==> src/rtl/branch_ctrl.sv <==
// Control-transfer resolver for the RV32I core: sequences the BranchComp comparator,
// decodes the branch condition, issues a redirect plus flush window, and counts branches.
module branch_ctrl #(
    parameter int unsigned DATA_WIDTH   = 32,
    parameter int unsigned FLUSH_CYCLES = 2,
    parameter int unsigned CNT_WIDTH    = 16
) (
    input  logic                  i_clk,
    input  logic                  i_rst,
    input  logic                  i_valid,
    output logic                  o_ready,
    input  logic                  i_is_branch,
    input  logic                  i_is_jal,
    input  logic                  i_is_jalr,
    input  logic [2:0]            i_funct3,
    input  logic [DATA_WIDTH-1:0] i_pc,
    input  logic [DATA_WIDTH-1:0] i_imm,
    input  logic [DATA_WIDTH-1:0] i_rs1_data,
    input  logic [DATA_WIDTH-1:0] i_rs2_data,
    output logic [DATA_WIDTH-1:0] o_data1,
    output logic [DATA_WIDTH-1:0] o_data2,
    output logic                  o_BranchOp,
    input  logic                  i_BrEq,
    input  logic                  i_BrLT,
    output logic                  o_redirect,
    output logic [DATA_WIDTH-1:0] o_target,
    output logic [DATA_WIDTH-1:0] o_link,
    output logic                  o_done,
    output logic                  o_taken,
    output logic                  o_illegal,
    output logic                  o_misalign,
    output logic                  o_flush,
    output logic [CNT_WIDTH-1:0]  o_branch_cnt,
    output logic [CNT_WIDTH-1:0]  o_taken_cnt
);

    localparam int unsigned FlushW = (FLUSH_CYCLES > 1) ? $clog2(FLUSH_CYCLES) : 1;

    typedef enum logic [1:0] {StIdle, StCmp, StResolve, StFlush} stateT;

    stateT                 stateQ, stateD;
    logic                  isBranchQ, isJalrQ;
    logic [2:0]            funct3Q;
    logic [DATA_WIDTH-1:0] pcQ, immQ, rs1Q, rs2Q;
    logic                  condQ;
    logic [DATA_WIDTH-1:0] targetQ, linkQ;
    logic [FlushW-1:0]     flushCntQ;
    logic [CNT_WIDTH-1:0]  branchCntQ, takenCntQ;

    logic                  oneType;
    logic                  accept;
    logic                  cmpCond;
    logic                  redirectNow;
    logic [DATA_WIDTH-1:0] jalrSum;

    always_comb begin
        oneType = 1'b0;
        case ({i_is_branch, i_is_jal, i_is_jalr})
            3'b100, 3'b010, 3'b001: oneType = 1'b1;
            default:                oneType = 1'b0;
        endcase
    end

    // Requests with zero or several type bits are still handshaken, then discarded.
    assign accept = (stateQ == StIdle) && i_valid && oneType;

    always_comb begin
        cmpCond = 1'b1;
        if (isBranchQ) begin
            case (funct3Q)
                3'b000:         cmpCond = i_BrEq;
                3'b001:         cmpCond = !i_BrEq;
                3'b100, 3'b110: cmpCond = i_BrLT;
                3'b101, 3'b111: cmpCond = !i_BrLT;
                default:        cmpCond = 1'b0;
            endcase
        end
    end

    assign jalrSum     = rs1Q + immQ;
    assign redirectNow = (stateQ == StResolve) && condQ && !targetQ[1];

    always_comb begin
        stateD = stateQ;
        case (stateQ)
            StIdle:    if (accept) stateD = StCmp;
            StCmp:     stateD = StResolve;
            StResolve: stateD = redirectNow ? StFlush : StIdle;
            StFlush:   if (flushCntQ == '0) stateD = StIdle;
            default:   stateD = StIdle;
        endcase
    end

    always_ff @(posedge i_clk) begin
        if (i_rst) begin
            stateQ     <= StIdle;
            isBranchQ  <= 1'b0;
            isJalrQ    <= 1'b0;
            funct3Q    <= '0;
            pcQ        <= '0;
            immQ       <= '0;
            rs1Q       <= '0;
            rs2Q       <= '0;
            condQ      <= 1'b0;
            targetQ    <= '0;
            linkQ      <= '0;
            flushCntQ  <= '0;
            branchCntQ <= '0;
            takenCntQ  <= '0;
        end else begin
            stateQ <= stateD;
            if (accept) begin
                isBranchQ <= i_is_branch;
                isJalrQ   <= i_is_jalr;
                funct3Q   <= i_funct3;
                pcQ       <= i_pc;
                immQ      <= i_imm;
                rs1Q      <= i_rs1_data;
                rs2Q      <= i_rs2_data;
            end
            if (stateQ == StCmp) begin
                condQ   <= cmpCond;
                targetQ <= isJalrQ ? {jalrSum[DATA_WIDTH-1:1], 1'b0} : pcQ + immQ;
                linkQ   <= pcQ + DATA_WIDTH'(4);
            end
            if (stateQ == StResolve) begin
                flushCntQ <= FlushW'(FLUSH_CYCLES - 1);
                if (isBranchQ) begin
                    branchCntQ <= branchCntQ + 1'b1;
                    if (redirectNow) takenCntQ <= takenCntQ + 1'b1;
                end
            end else if (stateQ == StFlush) begin
                flushCntQ <= flushCntQ - 1'b1;
            end
        end
    end

    assign o_ready      = (stateQ == StIdle);
    assign o_data1      = rs1Q;
    assign o_data2      = rs2Q;
    assign o_BranchOp   = (stateQ == StCmp) && (funct3Q[2:1] == 2'b11);
    assign o_done       = (stateQ == StResolve);
    assign o_redirect   = redirectNow;
    assign o_taken      = redirectNow;
    assign o_misalign   = (stateQ == StResolve) && condQ && targetQ[1];
    assign o_illegal    = (stateQ == StResolve) && isBranchQ && (funct3Q[2:1] == 2'b01);
    assign o_flush      = redirectNow || (stateQ == StFlush);
    assign o_target     = targetQ;
    assign o_link       = linkQ;
    assign o_branch_cnt = branchCntQ;
    assign o_taken_cnt  = takenCntQ;

endmodule

==> config.mk <==
export PLATFORM = sky130hd
export DESIGN_NAME = branch_ctrl
export DESIGN_NICKNAME = d
export VERILOG_FILES = /design/src/rtl/branch_ctrl.sv
export SDC_FILE = /design/constraint.sdc
export NUM_CORES = 1
export LEC_CHECK = 0
export ABC_AREA = 1
export BUFFER_PORTS_ARGS = -buffer_cell sky130_fd_sc_hd__buf_2
export CORE_ASPECT_RATIO = 0.5
export CORE_MARGIN = 5
export CORE_UTILIZATION = 51
export CTS_BUF_LIST = sky130_fd_sc_hd__clkbuf_16
export CTS_CLUSTER_SIZE = 12
export DETAILED_ROUTE_END_ITERATION = 16
export HOLD_SLACK_MARGIN = 0.06
export PLACE_DENSITY = 0.75
export SETUP_SLACK_MARGIN = 0.02
export SYNTH_ARGS = -nofsm -noshare
export SYNTH_HDL_FRONTEND = slang
export SYNTH_SLANG_ARGS = --single-unit
==> constraint.sdc <==
create_clock -name i_clk -period 6.5 [get_ports i_clk]
set_clock_uncertainty 0.2 [all_clocks]
set_input_delay 0.325 -clock i_clk [delete_from_list [all_inputs] [get_ports i_clk]]
set_output_delay 0.325 -clock i_clk [all_outputs]
set_load 0.1 [all_outputs]
==> metrics.txt, run 1 <==
# TYPE chip_impl_metric gauge
chip_impl_metric{name="cp_num_buf_inv",unit=""} 3
chip_impl_metric{name="grt_antenna_before_repair",unit=""} 4
chip_impl_metric{name="cap_violations",unit=""} 0
chip_impl_metric{name="postPlaceCellArea",unit="um2"} 16100
chip_impl_metric{name="hold_depth",unit=""} 5
chip_impl_metric{name="cp_slowest_stage_delay",unit="ps"} 710
chip_impl_metric{name="timing.reg2reg.worst_path_depth",unit=""} 8
chip_impl_metric{name="clock_power_share",unit="%"} 25.3
chip_impl_metric{name="maximum_number_of_pins_on_one_net_before_global_route_repair",unit=""} 113
chip_impl_metric{name="layout_worst_path_cycle_share",unit="%"} 60.2
chip_impl_metric{name="final_layout_size_suffix_gt1_share",unit="%"} 13.8
chip_impl_metric{name="clockBufferDepth",unit=""} 3
chip_impl_metric{name="slew_viol_final",unit=""} 0
chip_impl_metric{name="sw_frac_of_total",unit="%"} 44.4
chip_impl_metric{name="fp.dieW",unit="um"} 247
chip_impl_metric{name="setup-violations-final",unit=""} 0
chip_impl_metric{name="cts.reportedPaths.clkPinSlew",unit="ps"} 60
chip_impl_info{name="outcome",value="finished clean"} 1
chip_impl_metric{name="floorplan.die.height",unit="um"} 129
chip_impl_metric{name="final-hold-violation-count",unit=""} 0
chip_impl_metric{name="track_usage",unit="%"} 30.5
chip_impl_metric{name="synthesis.nets",unit=""} 2529
chip_impl_metric{name="synth_cell_types",unit=""} 44
chip_impl_metric{name="drt_iter0_drc",unit=""} 1458
chip_impl_metric{name="worstSkewPairLatency",unit="ps"} 550
chip_impl_metric{name="layout.filler_cells",unit=""} 2594
chip_impl_metric{name="max_clock_freq",unit="MHz"} 255
chip_impl_metric{name="layout.nets",unit=""} 2924
chip_impl_metric{name="cts_buffers",unit=""} 23
chip_impl_metric{name="combPwrFrac",unit="%"} 38.0
chip_impl_metric{name="vias",unit=""} 16100
chip_impl_metric{name="cp_data_required_time",unit="ps"} 5970
chip_impl_metric{name="multi_input_comb_area",unit="um2"} 8060
chip_impl_metric{name="routed_wirelength",unit="um"} 50100
chip_impl_metric{name="ys_async_rst_share",unit="%"} 0
chip_impl_metric{name="drt-wirelength-per-cell",unit="um"} 16.1
chip_impl_metric{name="antenna_left",unit=""} 0
chip_impl_info{name="synth.cells.most_frequent",value="sky130_fd_sc_hd__nand2_1, sky130_fd_sc_hd__nor2_1, sky130_fd_sc_hd__inv_1, sky130_fd_sc_hd__dfxtp_1, sky130_fd_sc_hd__o21ai_0"} 1
chip_impl_info{name="worst-setup-path-type",value="flop to output port"} 1
chip_impl_metric{name="num_rows",unit=""} 43
chip_impl_info{name="tritoncts",value="built"} 1
chip_impl_metric{name="synth_largest_type_area_fraction",unit="%"} 32.5
chip_impl_info{name="critical_path.top_delay_family",value="buffers and inverters"} 1
chip_impl_metric{name="portBuffers",unit=""} 306
chip_impl_metric{name="drt_pre_antenna_iters",unit=""} 5
chip_impl_metric{name="synth_seq_cells",unit=""} 233
chip_impl_metric{name="post-route-cell-area",unit="um2"} 18000
chip_impl_metric{name="dieArea",unit="um2"} 31800
chip_impl_metric{name="intPower",unit="W"} 0.00263
chip_impl_metric{name="vias_per_cell",unit=""} 5.19
chip_impl_metric{name="floorplan.initialDensity",unit="%"} 51.8
chip_impl_metric{name="number_of_synthesized_flops_with_an_enable_pin",unit=""} 0
chip_impl_metric{name="peakVddDrop",unit="mV"} 0.240
chip_impl_metric{name="ys_seq_area_share",unit="%"} 32.5
chip_impl_metric{name="utilization",unit="%"} 65.1
chip_impl_info{name="critical_path.cell_chain",value="inv_2 > nor2_4 > inv_1 > nor3_1 > buf_2"} 1
chip_impl_metric{name="flop_pwr_share",unit="%"} 36.8
chip_impl_metric{name="post_synthesis_area_per_instance",unit="um2"} 6.17
chip_impl_metric{name="synthToLayoutAreaGrowth",unit="%"} 25.8
chip_impl_info{name="rsz0062_at_grt",value="false"} 1
chip_impl_metric{name="post-place-cells",unit=""} 2942
chip_impl_metric{name="io_pins",unit=""} 307
chip_impl_metric{name="yosys_warnings",unit=""} 0
chip_impl_metric{name="detailed_place_hpwl",unit="um"} 35900
chip_impl_metric{name="netlist_instances",unit=""} 2324
chip_impl_info{name="worst_setup_path_end_kind",value="output port"} 1
chip_impl_metric{name="residual_drc",unit=""} 0
chip_impl_metric{name="power_switching",unit="W"} 0.00210
chip_impl_info{name="critical-path-slowest-cell",value="sky130_fd_sc_hd__inv_1"} 1
chip_impl_info{name="netlist_top_cells_area",value="sky130_fd_sc_hd__dfxtp_1, sky130_fd_sc_hd__nand2_1, sky130_fd_sc_hd__nor2_1, sky130_fd_sc_hd__inv_1, sky130_fd_sc_hd__o21ai_0"} 1
chip_impl_metric{name="post-cts-setup-buffers",unit=""} 0
chip_impl_metric{name="timing.final.crit_period",unit="ps"} 3910
chip_impl_metric{name="netlist_area",unit="um2"} 14300
chip_impl_info{name="yosys.area.top_type",value="sky130_fd_sc_hd__dfxtp_1"} 1
chip_impl_info{name="cts-root-buf",value="sky130_fd_sc_hd__clkbuf_16"} 1
chip_impl_metric{name="grt_pass1_wl",unit="um"} 78400
chip_impl_metric{name="worstPathMaxFanout",unit=""} 38
chip_impl_info{name="worstHoldPathType",value="primary input to flop"} 1
chip_impl_metric{name="setup-tns-final",unit="ps"} 0
chip_impl_metric{name="worstMarginPinSlew",unit="ps"} 1060
chip_impl_metric{name="finalNonFillerCells",unit=""} 3109
chip_impl_info{name="synth_top_flop_cell",value="sky130_fd_sc_hd__dfxtp_1"} 1
chip_impl_metric{name="tritoncts_num_sinks",unit=""} 233
chip_impl_metric{name="slew-limit-headroom",unit="%"} 29.1
chip_impl_metric{name="first_global_vias",unit=""} 14700
chip_impl_metric{name="global_route.overflow_total",unit=""} 0
chip_impl_metric{name="register_area",unit="um2"} 4660
chip_impl_info{name="cp-start-kind",value="flop"} 1
chip_impl_metric{name="coreArea",unit="um2"} 27700
chip_impl_metric{name="timing.critical_path.arrival",unit="ps"} 3390
chip_impl_metric{name="cp_num_cells",unit=""} 5
chip_impl_info{name="post-synth-top-count-cell",value="sky130_fd_sc_hd__nand2_1"} 1
chip_impl_metric{name="gpl_congestion",unit=""} 0.988
chip_impl_metric{name="cellLeakagePower",unit="nW"} 9.59
chip_impl_metric{name="power_density",unit="nW/um2"} 262
chip_impl_metric{name="cts.htree.levels",unit=""} 1
==> worst register-to-register path: cells and delay by family, from the launching register on <==
family	cells	cell delay, ps
buffers and inverters	2	1260
AND/OR/NAND/NOR	5	850
flip-flops	1	450
AO/OA/AOI/OAI	1	210
==> final cells by class <==
cell class | count | share of cell area (%)
Antenna cell | 4 | 0.0555
Clock buffer | 23 | 3.19
Clock inverter | 6 | 0.222
Inverter | 339 | 7.08
Multi-Input combinational cell | 1675 | 44.7
Sequential cell | 233 | 25.9
Tap cell | 382 | 2.65
Timing Repair Buffer | 447 | 16.2
==> cell usage in the layout, fill, tap and decap left out, drive strengths merged, types with 2 or more instances in the layout <==
master / count
diode: 4
xor2: 25
nand3b: 12
o21bai: 6
clkbuf: 23
o21ai: 202
nor3: 23
nand3: 142
nor2: 468
xnor2: 10
o211ai: 14
dfxtp: 233
and2: 2
nand4: 16
a21oi: 97
buf: 313
a31oi: 2
ha: 64
or2: 6
fa: 2
dlygate4sd3: 134
clkinv: 2
o21a: 3
o31ai: 2
and3: 3
inv: 343
nand2: 560
a21o: 2
nor4: 10
==> per-layer routing <==
metal	vias to the layer above	GRT usage [%]	wire [um]
li1	8092	-	-
met1	7332	41.4	22100
met2	611	50.6	22700
met3	112	4.77	3720
met4	0	9.31	1600
met5	-	0	0
==> sequential cells by signal (all words and copies together) (netlist names), 16 cells and up <==
register and count:
pcQ 32, o_target 32, o_data2 32, o_data1 32
o_taken_cnt 16, immQ 32, o_link 32, o_branch_cnt 16
==> worst paths after layout <==
path | start | endpoint | slack (ps)
worst min-delay path | i_BrLT | condQ | 100
worst max register to register | stateQ[1] | o_data1[3] | 3450
worst min register to register | o_branch_cnt[15] | o_branch_cnt[15] | 260
worst max-delay path | stateQ[0] | o_BranchOp | 2590
==> repair_timing <==
action,CTS,global route
resized for setup,0,0
hold buffers,134,0
endpoints found under the hold margin,134,0
==> kinds of logic after synthesis <==
family                   count (synthesis)  synth area share (%)
adder cells (fa/ha/maj)                 66                  5.86
buffers and inverters                  416                  11.4
flip-flops                             233                  32.5
XOR/XNOR                                35                  2.14
AND/OR/NAND/NOR                       1243                  36.0
AO/OA/AOI/OAI                          331                  12.1
==> power by group through the flow <==
stage,Sequential (W),Combinational (W),Clock (W)
final,0.00174,0.00180,0.00120
after global placement,0.00176,0.00170,0
after CTS,0.00173,0.00178,0.00121
after global routing,0.00175,0.00192,0.00127
after detailed placement,0.00176,0.00171,0
after floorplan,0.00246,0.000640,0
==> per-stage QoR <==
step                      setup slack, ps  hold slack (ps)  total power, W
after CTS                            2580             85.3         0.00473
after global placement               3200              242         0.00346
after global routing                 2390              148         0.00495
after detailed placement             3150              248         0.00347
final                                2590             95.8         0.00473
after floorplan                      3010              265         0.00310
(Power assumes the default switching activity.)
==> inputs of run 2 (changes only) <==
==> constraint.sdc (replaced) <==
create_clock -name i_clk -period 4 [get_ports i_clk]
set_clock_uncertainty 0.2 [all_clocks]
set_input_delay 0.2 -clock i_clk [delete_from_list [all_inputs] [get_ports i_clk]]
set_output_delay 0.2 -clock i_clk [all_outputs]
set_load 0.1 [all_outputs]
==> metrics.txt, run 2 (same netlist as run 1, synthesis figures left out) <==
# TYPE chip_impl_metric gauge
chip_impl_metric{name="power_density",unit="nW/um2"} 431
chip_impl_metric{name="cts.htree.levels",unit=""} 1
chip_impl_metric{name="gpl_congestion",unit=""} 0.976
chip_impl_metric{name="worstMarginPinSlew",unit="ps"} 1040
chip_impl_metric{name="track_usage",unit="%"} 31.2
chip_impl_metric{name="coreArea",unit="um2"} 27700
chip_impl_metric{name="cts_repair_resize_count",unit=""} 0
chip_impl_info{name="critical_path.cell_chain",value="inv_2 > nor2_4 > inv_1 > nor3_1 > buf_2"} 1
chip_impl_metric{name="floorplan.initialDensity",unit="%"} 51.8
chip_impl_metric{name="worstSkewPairLatency",unit="ps"} 560
chip_impl_info{name="hold_path.startpoint",value="i_rst"} 1
chip_impl_metric{name="first_global_vias",unit=""} 14900
chip_impl_metric{name="vias_per_cell",unit=""} 5.20
chip_impl_info{name="cp-start-kind",value="flop"} 1
chip_impl_metric{name="layout_worst_path_cycle_share",unit="%"} 73.3
chip_impl_metric{name="dieArea",unit="um2"} 31800
chip_impl_metric{name="detailed_place_hpwl",unit="um"} 37100
chip_impl_metric{name="portBuffers",unit=""} 306
chip_impl_metric{name="cp_slowest_stage_delay",unit="ps"} 500
chip_impl_metric{name="synthToLayoutAreaGrowth",unit="%"} 26.5
chip_impl_info{name="cts-root-buf",value="sky130_fd_sc_hd__clkbuf_16"} 1
chip_impl_metric{name="slew_viol_final",unit=""} 0
chip_impl_info{name="layout_common_cells",value="sky130_fd_sc_hd__nand2_1, sky130_fd_sc_hd__nor2_1, sky130_fd_sc_hd__inv_1"} 1
chip_impl_metric{name="timing.reg2reg.worst_path_depth",unit=""} 8
chip_impl_metric{name="grt_antenna_before_repair",unit=""} 2
chip_impl_metric{name="cp_data_required_time",unit="ps"} 3600
chip_impl_info{name="timing.rr.start",value="stateQ[1]"} 1
chip_impl_info{name="worstHoldPathType",value="primary input to flop"} 1
chip_impl_metric{name="slew-limit-headroom",unit="%"} 30.4
chip_impl_metric{name="cellLeakagePower",unit="nW"} 9.65
chip_impl_metric{name="cts.reportedPaths.clkPinSlew",unit="ps"} 60
chip_impl_info{name="worst-setup-path-type",value="flop to output port"} 1
chip_impl_metric{name="rrSetupSlack",unit="ps"} 1450
chip_impl_metric{name="vias",unit=""} 16200
chip_impl_metric{name="worst_hold_slack",unit="ps"} 151
chip_impl_metric{name="final_layout_size_suffix_gt1_share",unit="%"} 14.0
chip_impl_metric{name="residual_drc",unit=""} 0
chip_impl_metric{name="antenna_left",unit=""} 0
chip_impl_metric{name="tritoncts_num_sinks",unit=""} 233
chip_impl_metric{name="drt_iter0_drc",unit=""} 1472
chip_impl_metric{name="maximum_number_of_pins_on_one_net_before_global_route_repair",unit=""} 99
chip_impl_metric{name="routed_wirelength",unit="um"} 51100
chip_impl_metric{name="io_pins",unit=""} 307
chip_impl_metric{name="timing.critical_path.arrival",unit="ps"} 2530
chip_impl_metric{name="num_rows",unit=""} 43
chip_impl_metric{name="hold_depth",unit=""} 4
chip_impl_metric{name="fp.dieW",unit="um"} 247
chip_impl_info{name="critical-path-slowest-cell",value="sky130_fd_sc_hd__buf_2"} 1
chip_impl_metric{name="post-place-cells",unit=""} 2944
chip_impl_info{name="rsz0062_at_grt",value="false"} 1
chip_impl_metric{name="finalNonFillerCells",unit=""} 3115
chip_impl_info{name="layout_commonest_cell",value="sky130_fd_sc_hd__nand2_1"} 1
chip_impl_metric{name="setup-violations-final",unit=""} 0
chip_impl_metric{name="layout.nets",unit=""} 2928
chip_impl_metric{name="cts_buffers",unit=""} 24
chip_impl_metric{name="cap_violations",unit=""} 0
chip_impl_metric{name="postCtsHoldBufs",unit=""} 135
chip_impl_metric{name="post-cts-setup-buffers",unit=""} 0
chip_impl_metric{name="timing.final.crit_period",unit="ps"} 2930
chip_impl_metric{name="peakVddDrop",unit="mV"} 0.337
chip_impl_metric{name="global_route.overflow_total",unit=""} 0
chip_impl_info{name="worst_setup_path_end_kind",value="output port"} 1
chip_impl_metric{name="setup-tns-final",unit="ps"} 0
chip_impl_metric{name="clockBufferDepth",unit=""} 3
chip_impl_metric{name="final-hold-violation-count",unit=""} 0
chip_impl_metric{name="drt-wirelength-per-cell",unit="um"} 16.4
chip_impl_info{name="tritoncts",value="built"} 1
chip_impl_info{name="r2r_end",value="immQ[13]"} 1
chip_impl_info{name="hold_path_end",value="o_branch_cnt[13]"} 1
chip_impl_metric{name="drt_pre_antenna_iters",unit=""} 7
chip_impl_metric{name="floorplan.die.height",unit="um"} 129
chip_impl_metric{name="max_clock_freq",unit="MHz"} 341
chip_impl_metric{name="worstPathMaxFanout",unit=""} 30
chip_impl_info{name="outcome",value="finished clean"} 1
chip_impl_metric{name="grt_pass1_wl",unit="um"} 79900
==> run 2: cell types whose count changed in the layout (fill, tap and decap cells not counted), moves of 2 or more <==
cell and delta:
sky130_fd_sc_hd__clkinv_1 +2, sky130_fd_sc_hd__buf_12 +3, sky130_fd_sc_hd__diode_2 -2, sky130_fd_sc_hd__clkinv_2 +3
==> run 2: worst max path at each step <==
stage / cells after the start / start / slack, ps / end
final: 5 / stateQ[0] / 1070 / o_BranchOp
after global routing: 5 / stateQ[0] / 890 / o_BranchOp
after CTS: 5 / stateQ[0] / 1030 / o_BranchOp
after detailed placement: 8 / stateQ[1] / 1480 / immQ[13]
after global placement: 7 / stateQ[1] / 1510 / o_data1[12]
after floorplan: 5 / stateQ[0] / 640 / o_BranchOp
==> run 2: cell type report <==
| cell class | instances | area (um2) |
|---|---|---|
| fillers | 2558 | 9560 |
| well taps | 382 | 478 |
| clock inverters | 10 | 68.8 |
| flip-flops and latches | 233 | 4660 |
| inverters | 339 | 1280 |
| diodes | 2 | 5.00 |
| repair buffers | 450 | 2990 |
| multi-input cells | 1675 | 8060 |
| clock buffers | 24 | 601 |
==> run 2: power breakdown <==
part / internal (W) / leakage, nW / switching, W
Sequential: 0.00257 / 1.90 / 0.000258
Clock: 0.00108 / 0.342 / 0.000971
Combinational: 0.000687 / 7.40 / 0.00226
Total: 0.00434 / 9.65 / 0.00348
==> run 2: worst max-delay path: cells and delay by family, from the launching register on <==
family / cells / cell delay, ps
and+or+nand+nor: 2 / 490
buffers and inverters: 3 / 1060
DFF: 1 / 420
==> run 2: per-stage QoR <==
stage | cell area, um2 | worst slack, ps | util (%) | power (W)
final | 18100 | 1070 | 65.5 | 0.00782
after global routing | 18100 | 886 | 65.5 | 0.00817
after CTS | 18100 | 1030 | 65.5 | 0.00780
after detailed placement | 16100 | 1480 | 58.2 | 0.00567
after global placement | 16100 | 1510 | 58.2 | 0.00564
after floorplan | 14300 | 639 | - | 0.00503
==> run 2: layer usage <==
layer	global-route usage [%]	vias to the layer above	routed length [um]
li1	-	8093	-
met1	41.9	7306	22200
met2	51.4	690	22700
met3	6.41	114	4450
met4	8.78	0	1720
met5	0	-	0
==> inputs of run 3 (changes only) <==
--- a/config.mk
+++ b/config.mk
@@ -5,7 +5,7 @@
 export SDC_FILE = /design/constraint.sdc
 export NUM_CORES = 1
 export LEC_CHECK = 0
-export ABC_AREA = 1
+export ABC_AREA = 0
 export BUFFER_PORTS_ARGS = -buffer_cell sky130_fd_sc_hd__buf_2
 export CORE_ASPECT_RATIO = 0.5
 export CORE_MARGIN = 5
@@ -14,7 +14,7 @@
 export CTS_CLUSTER_SIZE = 12
 export DETAILED_ROUTE_END_ITERATION = 16
 export HOLD_SLACK_MARGIN = 0.06
-export PLACE_DENSITY = 0.75
+export PLACE_DENSITY = 0.77
 export SETUP_SLACK_MARGIN = 0.02
 export SYNTH_ARGS = -nofsm -noshare
 export SYNTH_HDL_FRONTEND = slang
==> constraint.sdc (replaced) <==
create_clock -name i_clk -period 3.1 [get_ports i_clk]
set_clock_uncertainty 0.2 [all_clocks]
set_input_delay 0.155 -clock i_clk [delete_from_list [all_inputs] [get_ports i_clk]]
set_output_delay 0.155 -clock i_clk [all_outputs]
set_load 0.1 [all_outputs]
==> metrics.txt, run 3 <==
# TYPE chip_impl_metric gauge
chip_impl_metric{name="cap_violations",unit=""} 0
chip_impl_metric{name="track_usage",unit="%"} 30.3
chip_impl_metric{name="cts.htree.levels",unit=""} 1
chip_impl_metric{name="antenna_left",unit=""} 0
chip_impl_info{name="worstSetupStartpoint",value="immQ[9]"} 1
chip_impl_metric{name="ys_async_rst_share",unit="%"} 0
chip_impl_info{name="most_frequent_cell_on_the_critical_path",value="sky130_fd_sc_hd__a21oi_1"} 1
chip_impl_metric{name="intPower",unit="W"} 0.00518
chip_impl_metric{name="grt_antenna_before_repair",unit=""} 4
chip_impl_info{name="cts-root-buf",value="sky130_fd_sc_hd__clkbuf_16"} 1
chip_impl_metric{name="synth_largest_type_area_fraction",unit="%"} 38.4
chip_impl_metric{name="tritoncts_num_sinks",unit=""} 233
chip_impl_metric{name="synthesis.nets",unit=""} 1763
chip_impl_metric{name="post-place-cells",unit=""} 2115
chip_impl_metric{name="layout.nets",unit=""} 2235
chip_impl_metric{name="slew_viol_final",unit=""} 0
chip_impl_metric{name="max_clock_freq",unit="MHz"} 330
chip_impl_metric{name="flop_pwr_share",unit="%"} 41.7
chip_impl_metric{name="vias",unit=""} 13400
chip_impl_metric{name="post-layout-total-power",unit="W"} 0.00793
chip_impl_info{name="cp-start-kind",value="flop"} 1
chip_impl_metric{name="dieArea",unit="um2"} 27200
chip_impl_info{name="timing.rr.start",value="immQ[9]"} 1
chip_impl_metric{name="global_route.overflow_total",unit=""} 0
chip_impl_metric{name="gpl_congestion",unit=""} 1.01
chip_impl_metric{name="clockBufferDepth",unit=""} 3
chip_impl_info{name="yosys.area.top_type",value="sky130_fd_sc_hd__dfxtp_1"} 1
chip_impl_metric{name="worstMarginPinSlew",unit="ps"} 788
chip_impl_metric{name="combPwrFrac",unit="%"} 25.1
chip_impl_metric{name="floorplan.initialDensity",unit="%"} 52.5
chip_impl_info{name="worstHoldPathType",value="primary input to flop"} 1
chip_impl_info{name="worst-setup-path-type",value="flop to flop"} 1
chip_impl_metric{name="num_rows",unit=""} 39
chip_impl_metric{name="sw_frac_of_total",unit="%"} 34.8
chip_impl_metric{name="cts.reportedPaths.clkPinSlew",unit="ps"} 70
chip_impl_info{name="synth_top_flop_cell",value="sky130_fd_sc_hd__dfxtp_1"} 1
chip_impl_metric{name="place_worst_setup_slack",unit="ps"} -53.0
chip_impl_metric{name="clock_power_share",unit="%"} 33.1
chip_impl_metric{name="ys_seq_area_share",unit="%"} 38.4
chip_impl_metric{name="io_pins",unit=""} 307
chip_impl_metric{name="final_critical_path_setup_slack",unit="ps"} 71.1
chip_impl_info{name="critical_path.cell_chain",value="ha_1 > nand2_1 > o21ai_1 > a21oi_1 > a2bb2oi_1 > a311o_1 > o21ai_0 > xor2_1 > a21oi_1 > nor3_1"} 1
chip_impl_metric{name="netlist_area",unit="um2"} 12100
chip_impl_metric{name="synth_cell_types",unit=""} 70
chip_impl_info{name="critical-path-slowest-cell",value="sky130_fd_sc_hd__ha_1"} 1
chip_impl_metric{name="post-route-cell-area",unit="um2"} 16900
chip_impl_metric{name="final-hold-violation-count",unit=""} 0
chip_impl_metric{name="maximum_number_of_pins_on_one_net_before_global_route_repair",unit=""} 97
chip_impl_metric{name="coreArea",unit="um2"} 23100
chip_impl_metric{name="timing.final.crit_period",unit="ps"} 3030
chip_impl_metric{name="routed_wirelength",unit="um"} 44000
chip_impl_metric{name="cp_num_cells",unit=""} 10
chip_impl_metric{name="portBuffers",unit=""} 306
chip_impl_metric{name="residual_drc",unit=""} 0
chip_impl_metric{name="timing.reg2reg.worst_path_depth",unit=""} 10
chip_impl_info{name="worst_setup_path_end_kind",value="flop"} 1
chip_impl_metric{name="drt-wirelength-per-cell",unit="um"} 18.7
chip_impl_metric{name="finalNonFillerCells",unit=""} 2348
chip_impl_metric{name="cellLeakagePower",unit="nW"} 7.50
chip_impl_metric{name="drt_pre_antenna_iters",unit=""} 6
chip_impl_metric{name="cp_slowest_stage_delay",unit="ps"} 470
chip_impl_metric{name="synthToLayoutAreaGrowth",unit="%"} 39.1
chip_impl_metric{name="yosys_warnings",unit=""} 0
chip_impl_metric{name="first_global_vias",unit=""} 12600
chip_impl_metric{name="vias_per_cell",unit=""} 5.69
chip_impl_metric{name="timing.critical_path.arrival",unit="ps"} 3270
chip_impl_info{name="layout_commonest_cell",value="sky130_fd_sc_hd__nand2_1"} 1
chip_impl_metric{name="post_synthesis_area_per_instance",unit="um2"} 7.79
chip_impl_metric{name="rrSetupSlack",unit="ps"} 70
chip_impl_metric{name="fp.dieW",unit="um"} 228
chip_impl_metric{name="drt_iter0_drc",unit=""} 1138
chip_impl_metric{name="worstPathMaxFanout",unit=""} 7
chip_impl_metric{name="cp_data_required_time",unit="ps"} 3340
chip_impl_info{name="endpoint",value="o_target[18]"} 1
chip_impl_info{name="tritoncts",value="built"} 1
chip_impl_metric{name="detailed_place_hpwl",unit="um"} 28500
chip_impl_info{name="synth.cells.most_frequent",value="sky130_fd_sc_hd__nand2_1, sky130_fd_sc_hd__dfxtp_1, sky130_fd_sc_hd__a21oi_1, sky130_fd_sc_hd__nor2_1, sky130_fd_sc_hd__clkbuf_1"} 1
chip_impl_metric{name="slew-limit-headroom",unit="%"} 47.5
chip_impl_metric{name="postPlaceCellArea",unit="um2"} 14100
chip_impl_info{name="rsz0062_at_grt",value="true"} 1
chip_impl_metric{name="cts_buffers",unit=""} 24
chip_impl_metric{name="peakVddDrop",unit="mV"} 0.438
chip_impl_info{name="layout_common_cells",value="sky130_fd_sc_hd__nand2_1, sky130_fd_sc_hd__buf_2, sky130_fd_sc_hd__a21oi_1"} 1
chip_impl_info{name="post-synth-top-count-cell",value="sky130_fd_sc_hd__nand2_1"} 1
chip_impl_metric{name="grt_pass1_wl",unit="um"} 68000
chip_impl_metric{name="floorplan.die.height",unit="um"} 119
chip_impl_info{name="r2r_end",value="o_target[18]"} 1
chip_impl_metric{name="setup-violations-final",unit=""} 0
chip_impl_metric{name="worstSkewPairLatency",unit="ps"} 530
chip_impl_metric{name="netlist_instances",unit=""} 1558
chip_impl_metric{name="cp_num_buf_inv",unit=""} 0
chip_impl_metric{name="power_density",unit="nW/um2"} 470
chip_impl_metric{name="layout_worst_path_cycle_share",unit="%"} 97.7
chip_impl_metric{name="worst_hold_slack",unit="ps"} 173
chip_impl_info{name="netlist_top_cells_area",value="sky130_fd_sc_hd__dfxtp_1, sky130_fd_sc_hd__nand2_1, sky130_fd_sc_hd__a21oi_1, sky130_fd_sc_hd__ha_1, sky130_fd_sc_hd__xor2_1"} 1
chip_impl_metric{name="final_layout_size_suffix_gt1_share",unit="%"} 21.7
chip_impl_metric{name="number_of_synthesized_flops_with_an_enable_pin",unit=""} 0
chip_impl_metric{name="power_switching",unit="W"} 0.00276
chip_impl_info{name="outcome",value="finished clean"} 1
chip_impl_metric{name="synth_seq_cells",unit=""} 233
chip_impl_info{name="critical_path.top_delay_family",value="compound AO/OA/AOI/OAI gates"} 1
## run 3: cell types whose count changed in the layout (fill, tap and decap cells not counted), sizes merged, moves of 31 or more
cell	before	now
a211oi	0	45
a21oi	97	213
buf	315	346
dlygate4sd3	135	190
inv	341	20
nand2	560	348
nand3	142	32
nor2	468	128
o21ai	202	56
xnor2	10	48
xor2	25	61
## run 3: layout make-up
cell class / instances / area, um2
repair buffers: 536 / 3800
diodes: 3 / 7.51
clock buffers: 25 / 626
clock inverters: 9 / 40.0
fillers: 1751 / 6230
well taps: 307 / 384
flip-flops and latches: 233 / 4700
inverters: 15 / 56.3
multi-input cells: 1220 / 7280
## run 3: repair_timing
action	in CTS	in global routing
buffers inserted	0	6
hold buffers	190	0
resized for setup	5	31
endpoints found under the hold margin	163	0
endpoints found under the setup margin	6	20
pin swaps	0	8
## run 3: cells by family after synthesis
family | after synthesis | share of synthesized area, %
xor gates and xnor gates | 109 | 7.86
adders and majority gates | 66 | 6.92
DFF | 233 | 38.4
and+or+nand+nor | 624 | 22.2
AOI/OAI and AO/OA | 414 | 20.7
buffers and inverters | 105 | 3.34
muxes | 7 | 0.577
## run 3: how the worst min path moves through the flow
stage / end / slack [ps] / depth (start not counted) / from
global placement: o_data1[21] / 190 / 3 / i_rs1_data[21]
finish: pcQ[19] / 170 / 4 / i_valid
floorplan: o_data1[0] / 80 / 2 / i_rs1_data[0]
global route: pcQ[8] / 180 / 4 / i_valid
detailed placement: o_data1[16] / 200 / 3 / i_rs1_data[16]
CTS: pcQ[21] / 150 / 4 / i_valid
## run 3: power by group through the flow
stage / clock (W) / combinational (W) / sequential (W)
2_1_floorplan: 0 / 0.000646 / 0.00399
3_3_place_gp: 0 / 0.00172 / 0.00336
3_5_place_dp: 0 / 0.00172 / 0.00336
4_1_cts: 0.00266 / 0.00193 / 0.00330
5_1_grt: 0.00280 / 0.00211 / 0.00332
6_report: 0.00263 / 0.00199 / 0.00331
## run 3: metal layers
metal,up-vias,global-route usage (%),share of wire [%]
met5,-,0,0.030
met3,155,8.01,10
met2,662,46.9,43
met1,6165,41.0,42
li1,6373,-,-
met4,2,11.5,4.4
## run 3: worst register-to-register path: stages, from the launching register on
cell and delay [ps]:
sky130_fd_sc_hd__dfxtp_1 370, sky130_fd_sc_hd__ha_1 470, sky130_fd_sc_hd__nand2_1 140, sky130_fd_sc_hd__o21ai_1 340, sky130_fd_sc_hd__a21oi_1 170, sky130_fd_sc_hd__a2bb2oi_1 170, sky130_fd_sc_hd__a311o_1 360, sky130_fd_sc_hd__o21ai_0 220
sky130_fd_sc_hd__xor2_1 250, sky130_fd_sc_hd__a21oi_1 100, sky130_fd_sc_hd__nor3_1 160
## run 3: stage by stage
stage | setup TNS (ps) | util, %
6_report | 0 | 73.0
5_1_grt | -190 | 73.0
4_1_cts | 0 | 72.3
3_5_place_dp | -53.0 | 61.1
3_3_place_gp | -6.77 | 61.1
2_1_floorplan | -17.7 | -
